===== config.mk =====
export PLATFORM = sky130hd
export DESIGN_NAME = control_fsm_flat
export DESIGN_NICKNAME = d
export VERILOG_FILES = /design/src/rtl/control_fsm_if.sv /design/src/rtl/control_fsm.sv /design/src/flat_wrapper.sv
export SDC_FILE = /design/constraint.sdc
export NUM_CORES = 1
export LEC_CHECK = 0
export CORE_MARGIN = 3
export CORE_UTILIZATION = 29
export CTS_BUF_LIST = sky130_fd_sc_hd__clkbuf_2
export DETAILED_ROUTE_END_ITERATION = 12
export HOLD_SLACK_MARGIN = 0.08
export PLACE_DENSITY = 0.88
export SYNTH_ARGS = -nofsm -noshare
export SYNTH_HDL_FRONTEND = slang
export SYNTH_SLANG_ARGS = --single-unit

===== constraint.sdc =====
create_clock -name clk -period 1.1 [get_ports clk]
set_clock_uncertainty 0.05 [all_clocks]
set_input_delay 0.11 -clock clk [delete_from_list [all_inputs] [get_ports clk]]
set_output_delay 0.11 -clock clk [all_outputs]
set_load 0.03 [all_outputs]

===== src/rtl/control_fsm_if.sv =====
// Control bus between the multi-cycle sequencer and the datapath it drives.
// The master side is the FSM, which reads instruction and status and drives
// every enable/select. The slave side is the datapath.
interface control_fsm_if;
    logic [15:0] instr;
    logic        zf;
    logic        mem_ready;

    logic        ir_we;
    logic        pc_we;
    logic [1:0]  pc_src;
    logic [2:0]  alu_sel;
    logic        alu_src_b;
    logic        mem_req;
    logic        mem_we;
    logic        rf_we;
    logic        wb_sel;
    logic        halted;
    logic        illegal;
    logic [2:0]  state;

    modport master (
        input  instr,
        input  zf,
        input  mem_ready,
        output ir_we,
        output pc_we,
        output pc_src,
        output alu_sel,
        output alu_src_b,
        output mem_req,
        output mem_we,
        output rf_we,
        output wb_sel,
        output halted,
        output illegal,
        output state
    );

    modport slave (
        output instr,
        output zf,
        output mem_ready,
        input  ir_we,
        input  pc_we,
        input  pc_src,
        input  alu_sel,
        input  alu_src_b,
        input  mem_req,
        input  mem_we,
        input  rf_we,
        input  wb_sel,
        input  halted,
        input  illegal,
        input  state
    );
endinterface


===== src/rtl/control_fsm.sv =====
// Multi-cycle control sequencer for a 16-bit processor.
// FETCH -> DECODE -> EXEC -> [MEM] -> [WB] -> FETCH, plus a sticky HALT.
// All enables are decoded from the current state and the held instruction;
// only the branch PC write (zf) and the MEM exit (mem_ready) look at live
// datapath status. While rst is high every output is forced low.
module control_fsm (
    input  logic          clk,
    input  logic          rst,
    control_fsm_if.master bus
);

    typedef enum logic [2:0] {
        S_FETCH  = 3'd0,
        S_DECODE = 3'd1,
        S_EXEC   = 3'd2,
        S_MEM    = 3'd3,
        S_WB     = 3'd4,
        S_HALT   = 3'd5
    } state_t;

    typedef enum logic [2:0] {
        C_RTYPE = 3'd0,
        C_ADDI  = 3'd1,
        C_LW    = 3'd2,
        C_SW    = 3'd3,
        C_BEQ   = 3'd4,
        C_JMP   = 3'd5,
        C_HALT  = 3'd6,
        C_ILL   = 3'd7
    } op_class_t;

    localparam logic [1:0] PC_SEQ    = 2'b00;
    localparam logic [1:0] PC_BRANCH = 2'b01;
    localparam logic [1:0] PC_JUMP   = 2'b10;

    localparam logic [2:0] ALU_ADD = 3'b000;
    localparam logic [2:0] ALU_SUB = 3'b001;

    state_t    state_q;
    state_t    state_d;
    op_class_t op_class;
    logic [3:0] opcode;

    logic       ir_we;
    logic       pc_we;
    logic [1:0] pc_src;
    logic [2:0] alu_sel;
    logic       alu_src_b;
    logic       mem_req;
    logic       mem_we;
    logic       rf_we;
    logic       wb_sel;
    logic       halted;
    logic       illegal;

    // Map the 4-bit opcode onto an instruction class.
    function automatic op_class_t decode_op(input logic [3:0] op);
        op_class_t cls;
        case (op)
            4'h0, 4'h1, 4'h2, 4'h3,
            4'h4, 4'h5, 4'h6: cls = C_RTYPE;
            4'h7:             cls = C_ADDI;
            4'h8:             cls = C_LW;
            4'h9:             cls = C_SW;
            4'hA:             cls = C_BEQ;
            4'hB:             cls = C_JMP;
            4'hF:             cls = C_HALT;
            default:          cls = C_ILL;
        endcase
        return cls;
    endfunction

    // ALU operation chosen in EXEC and held through MEM and WB.
    function automatic logic [2:0] exec_alu_sel(input op_class_t cls,
                                                input logic [3:0] op);
        logic [2:0] sel;
        case (cls)
            C_RTYPE:            sel = op[2:0];
            C_ADDI, C_LW, C_SW: sel = ALU_ADD;
            C_BEQ:              sel = ALU_SUB;
            default:            sel = ALU_ADD;
        endcase
        return sel;
    endfunction

    // Immediate operand for ADDI and address calculation, rs2 otherwise.
    function automatic logic exec_src_b(input op_class_t cls);
        return (cls == C_ADDI) || (cls == C_LW) || (cls == C_SW);
    endfunction

    assign opcode   = bus.instr[15:12];
    assign op_class = decode_op(opcode);

    // State register; reset aborts whatever instruction is in flight.
    always_ff @(posedge clk or posedge rst) begin
        if (rst) begin
            state_q <= S_FETCH;
        end else begin
            state_q <= state_d;
        end
    end

    // Next-state and output decode; outputs forced low while in reset.
    always_comb begin
        state_d   = S_FETCH;
        ir_we     = 1'b0;
        pc_we     = 1'b0;
        pc_src    = PC_SEQ;
        alu_sel   = ALU_ADD;
        alu_src_b = 1'b0;
        mem_req   = 1'b0;
        mem_we    = 1'b0;
        rf_we     = 1'b0;
        wb_sel    = 1'b0;
        halted    = 1'b0;
        illegal   = 1'b0;

        case (state_q)
            S_FETCH: begin
                ir_we   = 1'b1;
                pc_we   = 1'b1;
                pc_src  = PC_SEQ;
                state_d = S_DECODE;
            end

            S_DECODE: begin
                case (op_class)
                    C_HALT: state_d = S_HALT;
                    C_JMP: begin
                        pc_we   = 1'b1;
                        pc_src  = PC_JUMP;
                        state_d = S_FETCH;
                    end
                    C_ILL: begin
                        illegal = 1'b1;
                        state_d = S_FETCH;
                    end
                    default: state_d = S_EXEC;
                endcase
            end

            S_EXEC: begin
                alu_sel   = exec_alu_sel(op_class, opcode);
                alu_src_b = exec_src_b(op_class);
                case (op_class)
                    C_RTYPE, C_ADDI: state_d = S_WB;
                    C_LW, C_SW:      state_d = S_MEM;
                    C_BEQ: begin
                        // Branch resolves here: the ALU subtract sets zf.
                        pc_we   = bus.zf;
                        pc_src  = PC_BRANCH;
                        state_d = S_FETCH;
                    end
                    default:         state_d = S_FETCH;
                endcase
            end

            S_MEM: begin
                // Address stays on the ALU output until the memory answers.
                alu_sel   = exec_alu_sel(op_class, opcode);
                alu_src_b = exec_src_b(op_class);
                mem_req   = 1'b1;
                mem_we    = (op_class == C_SW);
                if (bus.mem_ready) begin
                    state_d = (op_class == C_LW) ? S_WB : S_FETCH;
                end else begin
                    state_d = S_MEM;
                end
            end

            S_WB: begin
                alu_sel   = exec_alu_sel(op_class, opcode);
                alu_src_b = exec_src_b(op_class);
                rf_we     = 1'b1;
                wb_sel    = (op_class == C_LW);
                state_d   = S_FETCH;
            end

            S_HALT: begin
                halted  = 1'b1;
                state_d = S_HALT;
            end

            default: state_d = S_FETCH;
        endcase

        if (rst) begin
            ir_we     = 1'b0;
            pc_we     = 1'b0;
            pc_src    = PC_SEQ;
            alu_sel   = ALU_ADD;
            alu_src_b = 1'b0;
            mem_req   = 1'b0;
            mem_we    = 1'b0;
            rf_we     = 1'b0;
            wb_sel    = 1'b0;
            halted    = 1'b0;
            illegal   = 1'b0;
        end
    end

    assign bus.ir_we     = ir_we;
    assign bus.pc_we     = pc_we;
    assign bus.pc_src    = pc_src;
    assign bus.alu_sel   = alu_sel;
    assign bus.alu_src_b = alu_src_b;
    assign bus.mem_req   = mem_req;
    assign bus.mem_we    = mem_we;
    assign bus.rf_we     = rf_we;
    assign bus.wb_sel    = wb_sel;
    assign bus.halted    = halted;
    assign bus.illegal   = illegal;
    assign bus.state     = state_q;

endmodule

===== src/flat_wrapper.sv =====
// flat-port wrapper written by rule: the top's interface ports become plain ports
module control_fsm_flat 
  (clk, rst, bus_instr, bus_zf, bus_mem_ready, bus_ir_we, bus_pc_we, bus_pc_src, bus_alu_sel, bus_alu_src_b, bus_mem_req, bus_mem_we, bus_rf_we, bus_wb_sel, bus_halted, bus_illegal, bus_state);
  control_fsm_if bus_i ();
  input  logic clk;
  input  logic rst;
  input wire logic [$bits(bus_i.instr)-1:0] bus_instr;
  input wire logic [$bits(bus_i.zf)-1:0] bus_zf;
  input wire logic [$bits(bus_i.mem_ready)-1:0] bus_mem_ready;
  output wire logic [$bits(bus_i.ir_we)-1:0] bus_ir_we;
  output wire logic [$bits(bus_i.pc_we)-1:0] bus_pc_we;
  output wire logic [$bits(bus_i.pc_src)-1:0] bus_pc_src;
  output wire logic [$bits(bus_i.alu_sel)-1:0] bus_alu_sel;
  output wire logic [$bits(bus_i.alu_src_b)-1:0] bus_alu_src_b;
  output wire logic [$bits(bus_i.mem_req)-1:0] bus_mem_req;
  output wire logic [$bits(bus_i.mem_we)-1:0] bus_mem_we;
  output wire logic [$bits(bus_i.rf_we)-1:0] bus_rf_we;
  output wire logic [$bits(bus_i.wb_sel)-1:0] bus_wb_sel;
  output wire logic [$bits(bus_i.halted)-1:0] bus_halted;
  output wire logic [$bits(bus_i.illegal)-1:0] bus_illegal;
  output wire logic [$bits(bus_i.state)-1:0] bus_state;
  assign bus_i.instr = bus_instr;
  assign bus_i.zf = bus_zf;
  assign bus_i.mem_ready = bus_mem_ready;
  assign bus_ir_we = bus_i.ir_we;
  assign bus_pc_we = bus_i.pc_we;
  assign bus_pc_src = bus_i.pc_src;
  assign bus_alu_sel = bus_i.alu_sel;
  assign bus_alu_src_b = bus_i.alu_src_b;
  assign bus_mem_req = bus_i.mem_req;
  assign bus_mem_we = bus_i.mem_we;
  assign bus_rf_we = bus_i.rf_we;
  assign bus_wb_sel = bus_i.wb_sel;
  assign bus_halted = bus_i.halted;
  assign bus_illegal = bus_i.illegal;
  assign bus_state = bus_i.state;
  control_fsm u_core (.clk(clk), .rst(rst), .bus(bus_i));
endmodule

==> results <==
-- layout make-up --
type	count	area, um^2
Timing Repair Buffer	65	596
Multi-Input combinational cell	46	537
Fill cell	47	105
Sequential cell	3	78.8
Clock buffer	4	20.0
Tap cell	15	18.8
Inverter	3	11.3
-- metal layers --
layer	GRT usage [%]	vias to the layer above	routed length (um)
li1	-	346	-
met1	27.7	385	1110
met2	46.0	51	1650
met3	3.59	12	260
met4	9.94	0	114
met5	0	-	0
-- path summary, 6_finish.rpt --
kind,startpoint,end,slack [ns],depth (start not counted)
min,bus_instr[12],u_core.bus.state[2]$_DFF_PP0_,0.49,5
min in group asynchronous,rst,u_core.bus.state[0]$_DFF_PP0_,0.64,4
max reg2reg,u_core.bus.state[1]$_DFF_PP0_,u_core.bus.state[0]$_DFF_PP0_,-0.36,5
max in group asynchronous,rst,u_core.bus.state[1]$_DFF_PP0_,0.24,4
max,u_core.bus.state[2]$_DFF_PP0_,bus_alu_sel[1],-0.54,4
min reg2reg,u_core.bus.state[2]$_DFF_PP0_,u_core.bus.state[0]$_DFF_PP0_,0.79,5
-- cell usage in the layout, fill, tap and decap left out, types with 2 or more instances in the layout --
cell,Yosys,layout
nand2b_4,0,3
nand3b_1,2,2
nand4_1,2,2
clkdlybuf4s50_1,0,2
buf_6,1,23
nor4b_4,0,2
nor2_4,0,3
clkbuf_2,0,5
nor3_4,0,3
inv_1,3,3
buf_4,2,33
nand2_1,4,3
dlygate4sd2_1,0,3
a21oi_1,3,2
dfrtp_2,0,3
nor4_4,0,3
-- metrics by stage --
stage	instances	power (mW)	instance area, um^2	setup TNS [ns]
detailed placement	119	1.64	955	-7.89
global placement	119	1.57	955	-6.85
global route	136	2.66	1260	-8.37
finish	136	2.54	1260	-7.02
CTS	128	2.14	1120	-6.40
floorplan	59	1.08	583	-5.09
-- worst max-delay path: cells and delay by family (launching register included) --
family	cells	cell delay (ns)
buf+inv	1	0.23
compound gates	2	0.33
simple gates	1	0.30
flops	1	0.42
-- cell families (layout without fill, tap and decap cells) --
| group | Yosys count | after routing |
|---|---|---|
| AOI/OAI and AO/OA | 11 | 11 |
| buffers and inverters | 10 | 72 |
| DFF | 3 | 3 |
| and+or+nand+nor | 35 | 35 |
-- power by group through the flow --
stage	Sequential [mW]	Clock [mW]	Combinational (mW)
floorplan	0.318	0	0.757
global placement	0.224	0	1.35
detailed placement	0.227	0	1.41
CTS	0.233	0.162	1.74
global route	0.251	0.183	2.23
finish	0.239	0.158	2.14
-- repair_timing --
item / CTS / global route
endpoints found under the setup margin: 20 / 20
pin swaps: 9 / 11
hold buffers: 0 / 1
hold endpoints to repair: 0 / 3
buffers inserted: 6 / 8
resized for setup: 29 / 20
==> run summary <==
Routability cong.: 0.847
Starting DRT DRC Count: 48
Startpoint types: register
Hpwl dp: 1550 um
Status: finished, violations left
Failing checks: negative setup slack
WL per Instance: 23.1 um
Rel. slew slack: 74.8%
Number of synthesized flops with an enable pin: 0
Die area: 0.00202 mm^2
Largest register FFs: 3
Post-synth top cells: 4 x nand2_1, 4 x nand2b_1, 4 x nor2_1
Syn_area_per_cell: 7.46 um^2
Count of input and output buffers: 24
Area growth syn-to-layout: 186%
Combinational Power Share: 84.3%
Vias/cell: 5.84
CTS Root Cell: clkbuf_2
Asr flop ratio synth: 100%
Post-Synthesis Cells: 59
Clk slew on worst S/H paths: 0.04 ns
Mux cell area share after synthesis: 0%
Fin crit period: 1.64 ns
Worst VDD drop: 1.98 mV
Via count: 794
Core ar.: 0.00137 mm^2
CTS max path bufs: 2
Distinct cell type count after synthesis: 32
Synthesized Nets: 79
Critical path's slowest cell: dfrtp_2
Clk Latency, worst-skew pair: 0.21 ns
Adder-cell area share of the yosys netlist: 0%
Actual slew at the worst max-slew pin: 0.372 ns
Mapped Area: 440 um^2
Synth Area in Compound Gates: 18.5%
Final worst setup slack: -0.536 ns
Pre-antenna DRT Iters: 4
Lkg Pwr: 0.556 nW
Critical Path Max Stage Delay: 0.42 ns
Initial antenna violation count: 0
Crit Path Class: register to output pin
Grt total ovfl: 0
Share of post-route cells with drive strength above 1: 78.5%
Biggest area consumer among synthesized cells: dfrtp_1
Die width: 45.0 um
First-pass GRT wire length: 3590 um
Net count, final: 142
Ys Warns: 0
Max-cap viol count: 0
Worst hold-check slack: 0.488 ns
Routed WL: 3140 um
Final core utilization: 92.3%
Endpoints failing hold: 0
Setup violators final: 19
CTS tree: yes
Clock share of power: 6.2%
NetSw: 1.20 mW
P per Cell Area: 2010 mW/mm^2
Top_reg_cell synth: dfrtp_1
Starting density of the core: 32.2%
Ports: 37
Crit share post-route: 149%
H-tree Lvls: 1
Largest family of logic cells by synthesized area: simple AND/OR/NAND/NOR gates
CTS buffer count: 3
Vert. Die Dim: 45.0 um
Sw Ratio: 47.3%
Max-slew violation count: 0
Yosys reg bits: 3
Sequential fraction of the synthesis area: 17.0%
All-Layer GR Usage: 24.8%
Antenna fix cells: 0
Worst slack, placed: -0.641 ns
Arrival time of the worst setup path: 1.48 ns
Crit-path cells: and2b_2, o21ai_4, a2111oi_4, buf_4
Int Pwr: 1.34 mW
CTS sink cnt: 3
XOR/XNOR Fraction of Synth Area: 0%
DRT antenna net count: 0
CP Capture Type: output pin
RSZ-0062 raised after global routing: true
Max Freq: 0.611 GHz
Simple-gate share of the synthesized area: 51.7%
Top post-synthesis cells by area: dfrtp_1 17%, nor4b_1 6.0%, nand2b_1 5.7%
Seq pwr share: 9.4%
Top cell type's share of synthesized area: 17.0%
Crit-path max FO: 4
Vias in the first global route: 779
# DRC: 0
HP Class: input port to register
WP data required: 0.94 ns
Num rows: 13
Largest net degree at the start of global routing: 9
Power figures use the tool's default switching activity.
